<file path="config.mk">
export PLATFORM = sky130hd
export DESIGN_NAME = tug_game_ctrl
export DESIGN_NICKNAME = d
export VERILOG_FILES = /design/src/rtl/tug_game_ctrl.sv
export SDC_FILE = /design/constraint.sdc
export NUM_CORES = 1
export LEC_CHECK = 0
export CAP_MARGIN = 20
export CORE_ASPECT_RATIO = 0.6
export CORE_MARGIN = 2
export CORE_UTILIZATION = 30
export CTS_CLUSTER_DIAMETER = 50
export DETAILED_ROUTE_END_ITERATION = 6
export GPL_ROUTABILITY_DRIVEN = 0
export GPL_TIMING_DRIVEN = 0
export PLACE_DENSITY = 0.58
export SLEW_MARGIN = 20
export SYNTH_ARGS = -nofsm -noshare
export SYNTH_HDL_FRONTEND = slang
export SYNTH_SLANG_ARGS = --single-unit
</file>
<file path="constraint.sdc">
create_clock -name clk -period 2.5 [get_ports clk]
set_clock_uncertainty 0.2 [all_clocks]
set_input_delay 0.375 -clock clk [delete_from_list [all_inputs] [get_ports clk]]
set_output_delay 0.375 -clock clk [all_outputs]
set_load 0.03 [all_outputs]
</file>
<file path="src/rtl/tug_game_ctrl.sv">
// tug_game_ctrl: tug-of-war round/match sequencer; define CPU_PLAYER_EN to make a CPU drive the right player
module tug_game_ctrl #(
  parameter int NUM_LIGHTS  = 9,
  parameter int HOLD_CYCLES = 1024,
  parameter int MAX_SCORE   = 7,
  parameter int SCORE_W     = 3
) (
  input  logic                  clk,
  input  logic                  reset,
  input  logic                  key_l,
  input  logic                  key_r,
`ifdef CPU_PLAYER_EN
  input  logic [3:0]            cpu_level,
`endif
  output logic [NUM_LIGHTS-1:0] lights,
  output logic [SCORE_W-1:0]    left_score,
  output logic [SCORE_W-1:0]    right_score,
  output logic [1:0]            winner,
  output logic                  match_over
);
  localparam int PW = $clog2(NUM_LIGHTS);
  localparam int HW = HOLD_CYCLES > 1 ? $clog2(HOLD_CYCLES) : 1;
  localparam logic [PW-1:0] CENTER = PW'((NUM_LIGHTS - 1) / 2);
  localparam logic [PW-1:0] LAST = PW'(NUM_LIGHTS - 1);
  localparam logic [HW-1:0] HOLD_LOAD = HW'(HOLD_CYCLES - 1);
  localparam logic [SCORE_W-1:0] MAX_S = SCORE_W'(MAX_SCORE);
  localparam logic [NUM_LIGHTS-1:0] ONE = NUM_LIGHTS'(1);
  typedef enum logic [1:0] {PLAY, WIN_HOLD, MATCH_OVER} state_t;
  state_t state_q, state_d;
  logic [PW-1:0] pos_q, pos_d;
  logic [HW-1:0] hold_q, hold_d;
  logic [SCORE_W-1:0] left_q, left_d, right_q, right_d;
  logic [1:0] winner_q, winner_d;
  logic key_l_q, press_l, press_r, move_l, move_r;
  assign press_l = key_l & ~key_l_q;
`ifdef CPU_PLAYER_EN
  logic [9:0] lfsr_q;
  logic [3:0] div_q;
  logic unused_key_r;
  assign unused_key_r = key_r;
  // x^10+x^7+1 LFSR for CPU randomness, plus a 16-cycle opportunity divider
  always_ff @(posedge clk) begin
    if (reset) begin
      lfsr_q <= 10'h001;
      div_q  <= '0;
    end else begin
      lfsr_q <= {lfsr_q[8:0], lfsr_q[9] ^ lfsr_q[6]};
      div_q  <= div_q + 4'd1;
    end
  end
  assign press_r = (div_q == 4'hf) && (lfsr_q[3:0] < cpu_level);
`else
  logic key_r_q;
  // right key history for rising-edge detection
  always_ff @(posedge clk) key_r_q <= reset ? 1'b0 : key_r;
  assign press_r = key_r & ~key_r_q;
`endif
  assign move_l = press_l & ~press_r;
  assign move_r = press_r & ~press_l;
  // left key history for rising-edge detection
  always_ff @(posedge clk) key_l_q <= reset ? 1'b0 : key_l;
  // game state registers
  always_ff @(posedge clk) begin
    if (reset) begin
      state_q  <= PLAY;
      pos_q    <= CENTER;
      hold_q   <= '0;
      left_q   <= '0;
      right_q  <= '0;
      winner_q <= 2'b00;
    end else begin
      state_q  <= state_d;
      pos_q    <= pos_d;
      hold_q   <= hold_d;
      left_q   <= left_d;
      right_q  <= right_d;
      winner_q <= winner_d;
    end
  end
  // light movement, round wins, inter-round pause and match end
  always_comb begin
    state_d  = state_q;
    pos_d    = pos_q;
    hold_d   = hold_q;
    left_d   = left_q;
    right_d  = right_q;
    winner_d = winner_q;
    case (state_q)
      PLAY: begin
        if (move_l && pos_q == LAST) begin
          left_d   = left_q < MAX_S ? left_q + 1'b1 : left_q;
          winner_d = 2'b10;
          hold_d   = HOLD_LOAD;
          state_d  = WIN_HOLD;
        end else if (move_l) begin
          pos_d = pos_q + 1'b1;
        end else if (move_r && pos_q == '0) begin
          right_d  = right_q < MAX_S ? right_q + 1'b1 : right_q;
          winner_d = 2'b01;
          hold_d   = HOLD_LOAD;
          state_d  = WIN_HOLD;
        end else if (move_r) begin
          pos_d = pos_q - 1'b1;
        end
      end
      WIN_HOLD: begin
        if (hold_q != '0) begin
          hold_d = hold_q - 1'b1;
        end else if (winner_q[1] ? left_q == MAX_S : right_q == MAX_S) begin
          state_d = MATCH_OVER;
        end else begin
          state_d  = PLAY;
          pos_d    = CENTER;
          winner_d = 2'b00;
        end
      end
      MATCH_OVER: state_d = MATCH_OVER;
      default: begin
        state_d  = PLAY;
        pos_d    = CENTER;
        hold_d   = '0;
        left_d   = '0;
        right_d  = '0;
        winner_d = 2'b00;
      end
    endcase
  end
  assign lights = state_q == PLAY ? ONE << pos_q : state_q == MATCH_OVER ? '1 : '0;
  assign left_score = left_q;
  assign right_score = right_q;
  assign winner = winner_q;
  assign match_over = state_q == MATCH_OVER;
endmodule
</file>
---- Word-level counts from Yosys, hierarchy flattened ----
Index checks and enable logic that the tools add are counted.
storage, ports and cells
  input port bits ......................... 4
  bits in writable memories ............... 0
  logic and storage cells ................. 89
  flip-flop bits (word level) ............. 26
  bits in read-only memories .............. 0
  bits in latches ......................... 0
  memories ................................ 0
cells by class
  mux-type cells .......................... 33
  multiply operators ...................... 0
  divide/modulo/power cells ............... 0
  reductions and logical operators ........ 12
  equal/unequal tests ..................... 18
  shifts and indexed selects .............. 1
  bitwise operators ....................... 10
  $add $sub $neg .......................... 5
  $lt $le $gt $ge ......................... 2
operators by type and width
  operator                 count
  $mux W10                 4
  $pmux W10 S3             1
  $mux W4                  6
  $mux W3                  6
  $mux W9                  2
  $ne A2 B2 Y1 const B     9
  $mux W2                  8
  $ne A3 B3 Y1 const B     4
  $pmux W2 S3              2
  $pmux W3 S2              2
  $pmux W4 S3              1
  $reduce_and A5 Y1        2
  $reduce_bool A10 Y1      1
  $sub A10 B1 Y10 const B  1
  $shl A1 B4 Y9 const A    1
  $add A3 B1 Y3 const B    2
  $eq A3 B3 Y1 const B     2
  $lt A3 B3 Y1 const B     2
  $not A1 Y1               6
  $reduce_and A3 Y1        2
  $reduce_and A6 Y1        1
  $add A4 B1 Y4 const B    1
  $and A1 B1 Y1            4
  $eq A4 B4 Y1 const B     1
  other kinds (9)          10

---- Longest topological paths before layout ----
  depth in word-level cells ............... 9
  gate-level depth with buffers ........... 9

---- Worst setup path before layout ----
No wires, ideal clock.
  path type ............................... register -> output
  start point ............................. reg state_q[0]
  end point ............................... out lights[2]
  path slack .............................. -0.141 ns
  path buffers ............................ 2
  arrival ................................. 2.066 ns
  cell stages (with the launch flop) ...... 8
  cells stage by stage .................... dfxtp_1 inv_1 ha_1 clkbuf_1 inv_1 clkbuf_1 or3_1 o21ai_0
between the ends
  longest elaborated chain between the ends .. 3
RTL lines
  what                    RTL line  source
  start, declared         29        state_t state_q, state_d;
  start signal, assigned  72        state_q <= state_d;
  $eq A2 B2 Y1            128       assign lights = state_q == PLAY ? ONE << pos_q : state_q == MATCH_OVER ? '1 : '0;
  $mux W9                 128
  $mux W9 *               128
  end, declared           15        output logic [NUM_LIGHTS-1:0] lights,
Mark *: on every way between the ends. The rest lies on a longest branch, timed or not.

---- Final worst setup path ----
Ends and elaborated chain as after synthesis.

==> metrics.md <==
| Metric | Value |
|---|---|
| CP peak stage delay | 0.36 ns |
| Die X | 102.6 microns |
| Peak Freq | 416.5 MHz |
| Filler instances | 567 |
| Avg WL per Cell | 13.99 microns |
| Clock Latency Late Sink | 0.28 ns |
| Worst-case clock buffer depth | 2 |
| Gr ovfl total | 0 |
| Antenna violations before repair | 0 |
| CTS tree | yes |
| Max IR drop VDD | 556.4 uV |
| Pre-antenna DRT Iters | 4 |
| Final Hold Fails | 0 |
| Via-per-instance ratio | 5.019 |
| I/O pins | 22 |
| Pwr/cell area | 1213 nW/um^2 |
| DP Cell Count | 308 |
| Antenna viol nets, final | 0 |
| Site Rows | 21 |
| Commonest non-fill, non-tap cell in the layout | dfxtp_1 |
| Area of the multi-input gates | 1147 sq um |
| Syn. warnings | 0 |
| Final Instance Count excl. Fillers | 315 |
| Final period util | 96.04% |
| Tot Pwr | 2.632 mW |
| Final setup fails | 0 |
| Worst Tran Pin Value | 0.5588 ns |
| RSZ-0062 raised after global routing | false |
| Seq cells post-synth | 26 |
| Drt drc | 0 |
| Main combinational cell family by area after synthesis | simple AND/OR/NAND/NOR gates |
| Leakage | 0.8499 nW |
| FF/Latch Area | 520.5 sq um |
| Ys flop type | dfxtp_1 |
| Average size of a mapped cell | 8.456 sq um |
| Share of cells above drive strength 1 | 18.72% |
| Hold Crit Class | register to register |
| Num Clock Sinks | 26 |
| Slew HR | 62.46% |
| Crit path cell chain | inv_2 > ha_4 > inv_1 > buf_4 > or3_1 > o21ai_0 > buf_4 |
| Adder-cell share of the synthesized area | 9.721% |
| Ys async rst share | 0% |
| # port buffers | 21 |
| Gr usage total | 14.23% |
| Clk slew on worst S/H paths | 0.10 ns |
| Compound-Gate Fraction of Synth Area | 23.16% |
| Critical path's most frequent cell | buf_4 |
| Worst path slowest cell | dfxtp_1 |
| Crit path arrival time | 1.83 ns |
| Antenna cell count | 0 |
| Area growth syn-to-layout | 23.95% |
| Num CTS Buffers | 3 |
| Number of flops mapped to enable cells by yosys | 0 |
| Tmin final | 2.401 ns |
| Critical path startpoint category | register |
| H-Tree Depth | 1 |
| Post-synthesis mux area share | 5.147% |
| Post-cts hold buffer count | 0 |
| Status | finished clean |
| Via count of the first global-routing pass | 1,453 |
| Total die area | 6482 sq um |
| Final wirelength | 4407 microns |
| First-pass GRT wire length | 7258 microns |
| Core Area | 5597 sq um |
| # Max-Cap Violations | 0 |
| Vias | 1,581 |
| Final core utilization | 38.77% |
| Worst Path Max Fanout | 10 |
| Sequential area share after synthesis | 29.74% |
| Die Span Y | 63.17 microns |
| Post-synth design cell area | 1750 sq um |
| Hpwl dp | 3280 microns |
| Netlist cell types | 45 |
| Synth Net Count | 224 |
| Crit. End Element | primary output |
| Max-slew violations | 0 |
| Critical path class | register to primary output |
| Most frequent cells in the layout | dfxtp_1, nor2_1, a21oi_1 |
| Syn Inst Count | 207 |
| Starting Density | 31.28% |
| Data required time of the worst path | 1.92 ns |
| Largest net degree at the start of global routing | 15 |
| Simple-gate area share of the yosys netlist | 24.16% |
| CTS root buf | clkbuf_8 |
| DR iter-0 viols | 100 |
| Post-Synth XOR/XNOR Area | 1.501% |
| Fin Hold WS | 0.2892 ns |
| Fin nets | 253 |
-- metal layers --
layer	global-route usage, %	vias up	wire length, microns
li1	-	795	-
met1	23.61	745	2425
met2	18.06	39	1668
met3	3.774	2	297
met4	1.833	0	16
met5	0	-	0
-- what timing repair did --
| item | 4_1_cts | 5_1_grt |
|---|---|---|
| pin swaps | 3 | 1 |
| setup buffers | 4 | 0 |
| endpoints found under the setup margin | 18 | 17 |
| resized for setup | 49 | 11 |
-- final cells by class --
class / count / share of cell area, %
Buffer: 6 / 2.595
Clock buffer: 4 / 2.537
Inverter: 16 / 2.768
Multi-Input combinational cell: 158 / 52.88
Sequential cell: 26 / 23.99
Tap cell: 80 / 4.614
Timing Repair Buffer: 25 / 10.61
-- state kept, by name (all words and copies together) (netlist names) --
register,flops
winner,2
key_l_q,1
state_q,2
hold_q,10
right_score,3
left_score,3
key_r_q,1
pos_q,4
-- cells in the mapped netlist (all sizes together) (3+ instances only) --
cell / n / area, sq um
nand2b: 6 / 37.54
and2: 3 / 18.77
a31oi: 3 / 31.28
a21oi: 17 / 85.08
mux2i: 9 / 90.09
nor2b: 3 / 18.77
clkbuf: 5 / 18.77
inv: 15 / 56.30
nand2: 10 / 40.04
nand3: 8 / 40.04
a211oi: 5 / 37.54
nor2: 24 / 97.59
ha: 12 / 150.1
a211o: 3 / 30.03
o21ai: 20 / 100.1
or3: 4 / 25.02
nor3: 8 / 62.56
dfxtp: 26 / 520.5
-- path summary, 6_finish.rpt --
kind	slack, ns	from	endpoint	depth (start not counted)
setup / recovery	0.1	state_q[0]	lights[2]	7
hold / removal	0.29	hold_q[6]	hold_q[6]	2
setup reg to reg	0.21	state_q[1]	pos_q[1]	8
hold reg to reg	0.29	hold_q[6]	hold_q[6]	2
-- critical path, delay by kind of cell (launching register included) --
kind	cells	cell delay, ns
buffers and inverters	4	0.51
flip-flops	1	0.36
AND/OR/NAND/NOR	1	0.34
adder cells (fa/ha/maj)	1	0.17
AO/OA/AOI/OAI	1	0.15
-- cells by family (layout without fill, tap and decap cells) --
group / after synthesis / count (layout)
mux: 9 / 9
buf+inv: 23 / 51
xor+xnor: 3 / 3
compound gates: 58 / 58
simple gates: 75 / 75
fa+ha+maj: 13 / 13
flops: 26 / 26
-- through the flow --
stage                     instance area, sq um  worst slack, ns  TNS (ns)
after detailed placement                  2061          -0.6665    -10.42
after global routing                      2170          0.01577         0
after CTS                                 2156          0.02745         0
final                                     2170          0.09900         0
after floorplan                           1750          -0.1414   -0.2828
after global placement                    2061          -0.6640    -9.964
-- power by group --
part | total, mW | internal, mW | switching (mW)
Clock | 0.286 | 0.141 | 0.145
Combinational | 1.63 | 0.702 | 0.929
Sequential | 0.714 | 0.550 | 0.165
Total | 2.63 | 1.39 | 1.24
(Power assumes the default switching activity.)
==> edit 1: new RTL, same flow settings <==
Build with the macro `CPU_PLAYER_EN` defined.
--- a/src/rtl/tug_game_ctrl.sv
+++ b/src/rtl/tug_game_ctrl.sv
@@ -1,4 +1,6 @@
 // tug_game_ctrl: tug-of-war round/match sequencer; define CPU_PLAYER_EN to make a CPU drive the right player
+`define CPU_PLAYER_EN
+
 module tug_game_ctrl #(
   parameter int NUM_LIGHTS  = 9,
   parameter int HOLD_CYCLES = 1024,
Ports: changed (added cpu_level); port bits go from 22 to 26. No check against the original RTL was run, so the function may have changed too.
==> edit 1 against the unedited design <==
The flow now finishes with violations (negative setup slack); cell area up 54%; wire length is 53% higher; non-clock buffer count up 21; synthesized cell count grew 26%; clock power up 130%; worst hold slack got worse by 0.058 ns; maximum frequency fell by 10%; critical path depth is 5 higher; sequential share of layout area is 0.51 points lower; sequential cell count up 13; total power grew 45%; worst setup slack got worse by 0.27 ns; area after synthesis grew 29%; combinational power is 37% higher; critical path type is now reg2reg; critical endpoint is now hold_q[4].
==> edit 1: results (changes against the unedited design) <==
| Metric | Value |
|---|---|
| Run status | finished with violations (was completed) |
| Failing checks | negative setup slack |
| FILL cells | 711 (was 567) |
| Hold path cells | 1 (was 2) |
| Final setup violation count | 24 (was 0) |
| Regs by FF count | hold_q (10), lfsr_q (10) (was hold_q (10), pos_q (4)) |
| Slowest cell on the critical path | dfxtp_2 (was dfxtp_1) |
| Synth area leaders | dfxtp_1 (35%), ha_1 (8.9%), nand2_1 (3.8%) (was dfxtp_1 (30%), ha_1 (8.6%), mux2i_1 (5.1%)) |
| Data arrival, critical path | 2.61 ns (was 1.83 ns) |
| Share of cells above drive strength 1 | 31.80% (was 18.72%) |
| IO Port Bufs | 23 (was 21) |
| Worst Hold End | lfsr_q[5] (was hold_q[6]) |
| Post-synthesis compound-gate area fraction | 25.44% (was 23.16%) |
| Worst setup margin | -0.1726 ns (was 0.09900 ns) |
| First-pass GRT wire length | 10.78 mm (was 7.258 mm) |
| Sequential-to-total area share from yosys stat | 34.59% (was 29.74%) |
| Final nets | 329 (was 253) |
| Post-Synth XOR/XNOR Area | 1.552% (was 1.501%) |
| Post-Syn Nets | 285 (was 224) |
| Leakage | 1.282 nW (was 0.8499 nW) |
| DR iter-0 viols | 168 (was 100) |
| Synth Area in Adders | 9.756% (was 9.721%) |
| Via count | 2183 (was 1581) |
| Post-DP HPWL | 4.231 mm (was 3.280 mm) |
| FF-to-FF Start | lfsr_q[1] (was state_q[1]) |
| Least-Margin Pin Slew | 0.7339 ns (was 0.5588 ns) |
| Dpl ws | -0.9639 ns (was -0.6665 ns) |
==> edit 1: changes by cell type after synthesis, sizes merged, moves of 5 or more <==
cell	unedited run	this run
o21ai	20	14
dfxtp	26	39
nor2	24	12
nand2	10	23
a221oi	1	9
nor2b	3	12
mux2i	9	4
a21oi	17	10
o32ai	1	8
clkbuf	5	15
==> edit 1: cell families (layout without fill, tap and decap cells) <==
| logic type | after synthesis | count (layout) |
|---|---|---|
| xor gates and xnor gates | 4 | 4 |
| AOI/OAI and AO/OA | 75 | 76 |
| adders and majority gates | 17 | 17 |
| DFF | 39 | 39 |
| muxes | 5 | 5 |
| and+or+nand+nor | 85 | 85 |
| buffers and inverters | 35 | 79 |
==> edit 1: critical path, delay by kind of cell, from the launching register on <==
family                   cells  cell delay, ns
AO/OA/AOI/OAI                5            0.90
buffers and inverters        3            0.43
AND/OR/NAND/NOR              2            0.28
adder cells (fa/ha/maj)      2            0.36
flip-flops                   1            0.34
==> edit 1: layout make-up <==
cell class,instances,area [um^2],share of cell area [%]
Buffer,12,65.06,1.953
Clock buffer,5,125.1,3.757
Clock inverter,3,23.77,0.7138
Inverter,19,81.33,2.442
Multi-Input combinational cell,187,1733,52.03
Sequential cell,39,782.0,23.48
Tap cell,104,130.1,3.907
Timing Repair Buffer,40,390.4,11.72
==> edit 1: metrics by stage <==
stage | utilization [%] | setup TNS [ns] | cell area, um^2
after floorplan | - | -0.6216 | 2384
after global placement | 37.76 | -22.74 | 2744
after detailed placement | 37.76 | -22.87 | 2744
after CTS | 43.73 | -3.068 | 3178
after global routing | 45.83 | -4.810 | 3331
final | 45.83 | -2.118 | 3331
==> edit 1: how the worst max path moves through the flow <==
stage                            start             end  slack [ns]  cells after the start
after floorplan           cpu_level[1]       hold_q[2]       -0.07                     11
after global routing         lfsr_q[1]       hold_q[4]       -0.28                     12
after detailed placement  cpu_level[1]       hold_q[6]       -0.96                     12
final                        lfsr_q[1]       hold_q[4]       -0.17                     12
after CTS                    lfsr_q[1]  right_score[0]       -0.21                     11
after global placement    cpu_level[1]       hold_q[9]       -0.96                     12
==> edit 1: metal layers <==
layer / vias up / global-route usage [%] / routed length [um]
met1: 1049 / 25.66 / 3420
met3: 6 / 4.713 / 442
li1: 1066 / - / -
met5: - / 0 / 0
met2: 62 / 24.17 / 2809
met4: 0 / 3.175 / 49
==> edit 1: power by group <==
part	leakage, nW	internal (mW)	switching (mW)
registers	0.318	0.751	0.178
clock network	0.0664	0.373	0.286
logic	0.898	0.910	1.32
total	1.28	2.03	1.79
==> edit 1: what timing repair did <==
action                                  in CTS  in global routing
pin swaps                                   19                 16
resized for setup                           78                 36
setup buffers                               13                  3
gates cloned                                 2                  0
endpoints found under the setup margin      33                 34
==> edit 2: new RTL, same flow settings <==
Without the edit above. Encoding of `state_t`: now one-hot (3 bits for 3 states).
--- a/src/rtl/tug_game_ctrl.sv
+++ b/src/rtl/tug_game_ctrl.sv
@@ -25,7 +25,7 @@
   localparam logic [HW-1:0] HOLD_LOAD = HW'(HOLD_CYCLES - 1);
   localparam logic [SCORE_W-1:0] MAX_S = SCORE_W'(MAX_SCORE);
   localparam logic [NUM_LIGHTS-1:0] ONE = NUM_LIGHTS'(1);
-  typedef enum logic [1:0] {PLAY, WIN_HOLD, MATCH_OVER} state_t;
+  typedef enum logic [2:0] {PLAY = 3'b001, WIN_HOLD = 3'b010, MATCH_OVER = 3'b100} state_t;
   state_t state_q, state_d;
   logic [PW-1:0] pos_q, pos_d;
   logic [HW-1:0] hold_q, hold_d;
Function: same outputs for any inputs over 10 cycles, from zero or initial values and one cycle with reset high; not proved beyond that.
==> edit 2 against the unedited design <==
Sequential cell count increased by 1; area after synthesis down 4.3%; global-route usage up 1.8 points; wire length increased by 4.2%; critical path depth unchanged; via count increased by 5.3%; worst setup slack worse by 0.010 ns; cell area down 2.5%.
Power is not compared: it rests on default switching activity, and its combinational part moved more than twofold at a synthesized area within 25%.
==> edit 2: results (changes against the unedited design) <==
| Metric | Value |
|---|---|
| R2r setup slk | 0.09 ns (was 0.21 ns) |
| Hold path startpoint | key_l (was hold_q[6]) |
| FF-to-FF Start | hold_q[6] (was state_q[1]) |
| Post-DP HPWL | 3.355 mm (was 3.280 mm) |
| Regs by FF count | hold_q (10), pos_q (4) (unchanged) |
| Largest net degree at the start of global routing | 15 (unchanged) |
| Run status | completed (unchanged) |
| Vias in the first global route | 1541 (was 1453) |
| Synth area leaders | dfxtp_1 (32%), a21oi_1 (7.5%), o21ai_0 (6.9%) (was dfxtp_1 (30%), ha_1 (8.6%), mux2i_1 (5.1%)) |
| Via count | 1665 (was 1581) |
| Global Route Usage Sum | 15.99% (was 14.23%) |
| Placed insts | 301 (was 308) |
| Maximum VDD drop | 0.2663 mV |
| Hold WC Path Type | in2reg (was reg2reg) |
| Clock Path Buffers | 2 (unchanged) |
| R2r worst-path depth | 5 (was 8) |
| Post-synth cell types | 40 (was 45) |
| WL/cell | 14.86 um (was 13.99 um) |
| Least-Margin Pin Slew | 0.5252 ns (was 0.5588 ns) |
| Post-Syn Nets | 226 (was 224) |
| Share of cells above drive strength 1 | 17.92% (was 18.72%) |
| DR iter-0 viols | 170 (was 100) |
| Final nets | 255 (was 253) |
| Worst Hold End | key_l_q (was hold_q[6]) |
| Sequential-to-total area share from yosys stat | 32.26% (was 29.74%) |
| CTS root buf | clkbuf_8 (unchanged) |
| Syn Area/Cell | 7.903 um^2 (was 8.456 um^2) |
| Hold path cells | 2 (unchanged) |
| Commonest cells in the netlist | dfxtp_1 (27), a21oi_1 (25), o21ai_0 (23) (was dfxtp_1 (26), nor2_1 (23), o21ai_0 (18)) |
| IO Port Bufs | 20 (was 21) |
| Vias per cell | 5.388 (was 5.019) |
| Inserted Clock Buffers | 3 (unchanged) |
| First-pass GRT wire length | 7.762 mm (was 7.258 mm) |
==> edit 2: logic make-up (layout without fill, tap and decap cells) <==
logic type	Yosys count	count (layout)	share of synthesized area [%]
compound gates	73	73	28.30
fa+ha+maj	10	10	7.917
flops	27	27	32.26
simple gates	76	76	24.05
mux	2	2	1.195
buf+inv	21	49	4.705
xor+xnor	3	3	1.569
==> edit 2: final cells by class <==
| cell class | count | area (um^2) |
|---|---|---|
| Buffer | 10 | 63.81 |
| Fill cell | 572 | 3376 |
| Sequential cell | 27 | 543.0 |
| Tap cell | 69 | 86.33 |
| Timing Repair Buffer | 25 | 214.0 |
| Multi-Input combinational cell | 164 | 1126 |
| Clock buffer | 4 | 45.04 |
| Inverter | 10 | 37.54 |
==> edit 2: worst max-delay path, cell delays in order (launching register included) <==
cell and delay (ns):
dfxtp_2 0.38, inv_2 0.08, nor3_4 0.26, buf_8 0.17, buf_4 0.18, nand2_1 0.10, o31ai_2 0.19, buf_4 0.19
==> edit 2: layer usage <==
layer  track usage (%)  wire, um  vias to the layer above
met1             25.46      2514                      783
met4             2.348        15                        0
met5                 0         0                        -
li1                  -         -                      833
met2             21.67      1688                       47
met3             3.803       373                        2
==> edit 2: worst max-delay path by stage <==
stage / from / to / slack (ns) / depth (start not counted)
5_1_grt: state_q[0] / lights[0] / -0.004 / 7
3_3_place_gp: state_q[0] / lights[0] / -0.94 / 7
6_report: state_q[0] / lights[0] / 0.09 / 7
3_5_place_dp: state_q[0] / lights[0] / -0.90 / 7
4_1_cts: state_q[2] / lights[5] / 0.02 / 4
2_1_floorplan: state_q[0] / lights[3] / -0.22 / 5
==> edit 2: per-stage QoR <==
step                      hold WS (ns)  worst slack [ns]  area [um^2]  util, %
final                           0.2587           0.08887         2116    38.53
after global routing            0.2831         -0.003987         2116    38.53
after CTS                       0.2603           0.01687         2116    38.53
after detailed placement        0.2825           -0.9001         1967    35.82
after global placement          0.2714           -0.9359         1967    35.82
after floorplan                 0.2543           -0.2190         1680        -
==> edit 2: report_power, final <==
part / internal (mW) / leakage [nW] / switching (mW) / total (mW)
clock: 0.114 / 0.0228 / 0.137 / 0.251
sequential: 0.468 / 0.219 / 0.0443 / 0.513
combinational: 0.175 / 0.554 / 0.301 / 0.476
==> edit 2: what timing repair did <==
action                     CTS  global route
setup buffers                4             1
resized for setup           77            14
setup endpoints to repair   26            14
hold buffers                 0             0
pin swaps                    6             1
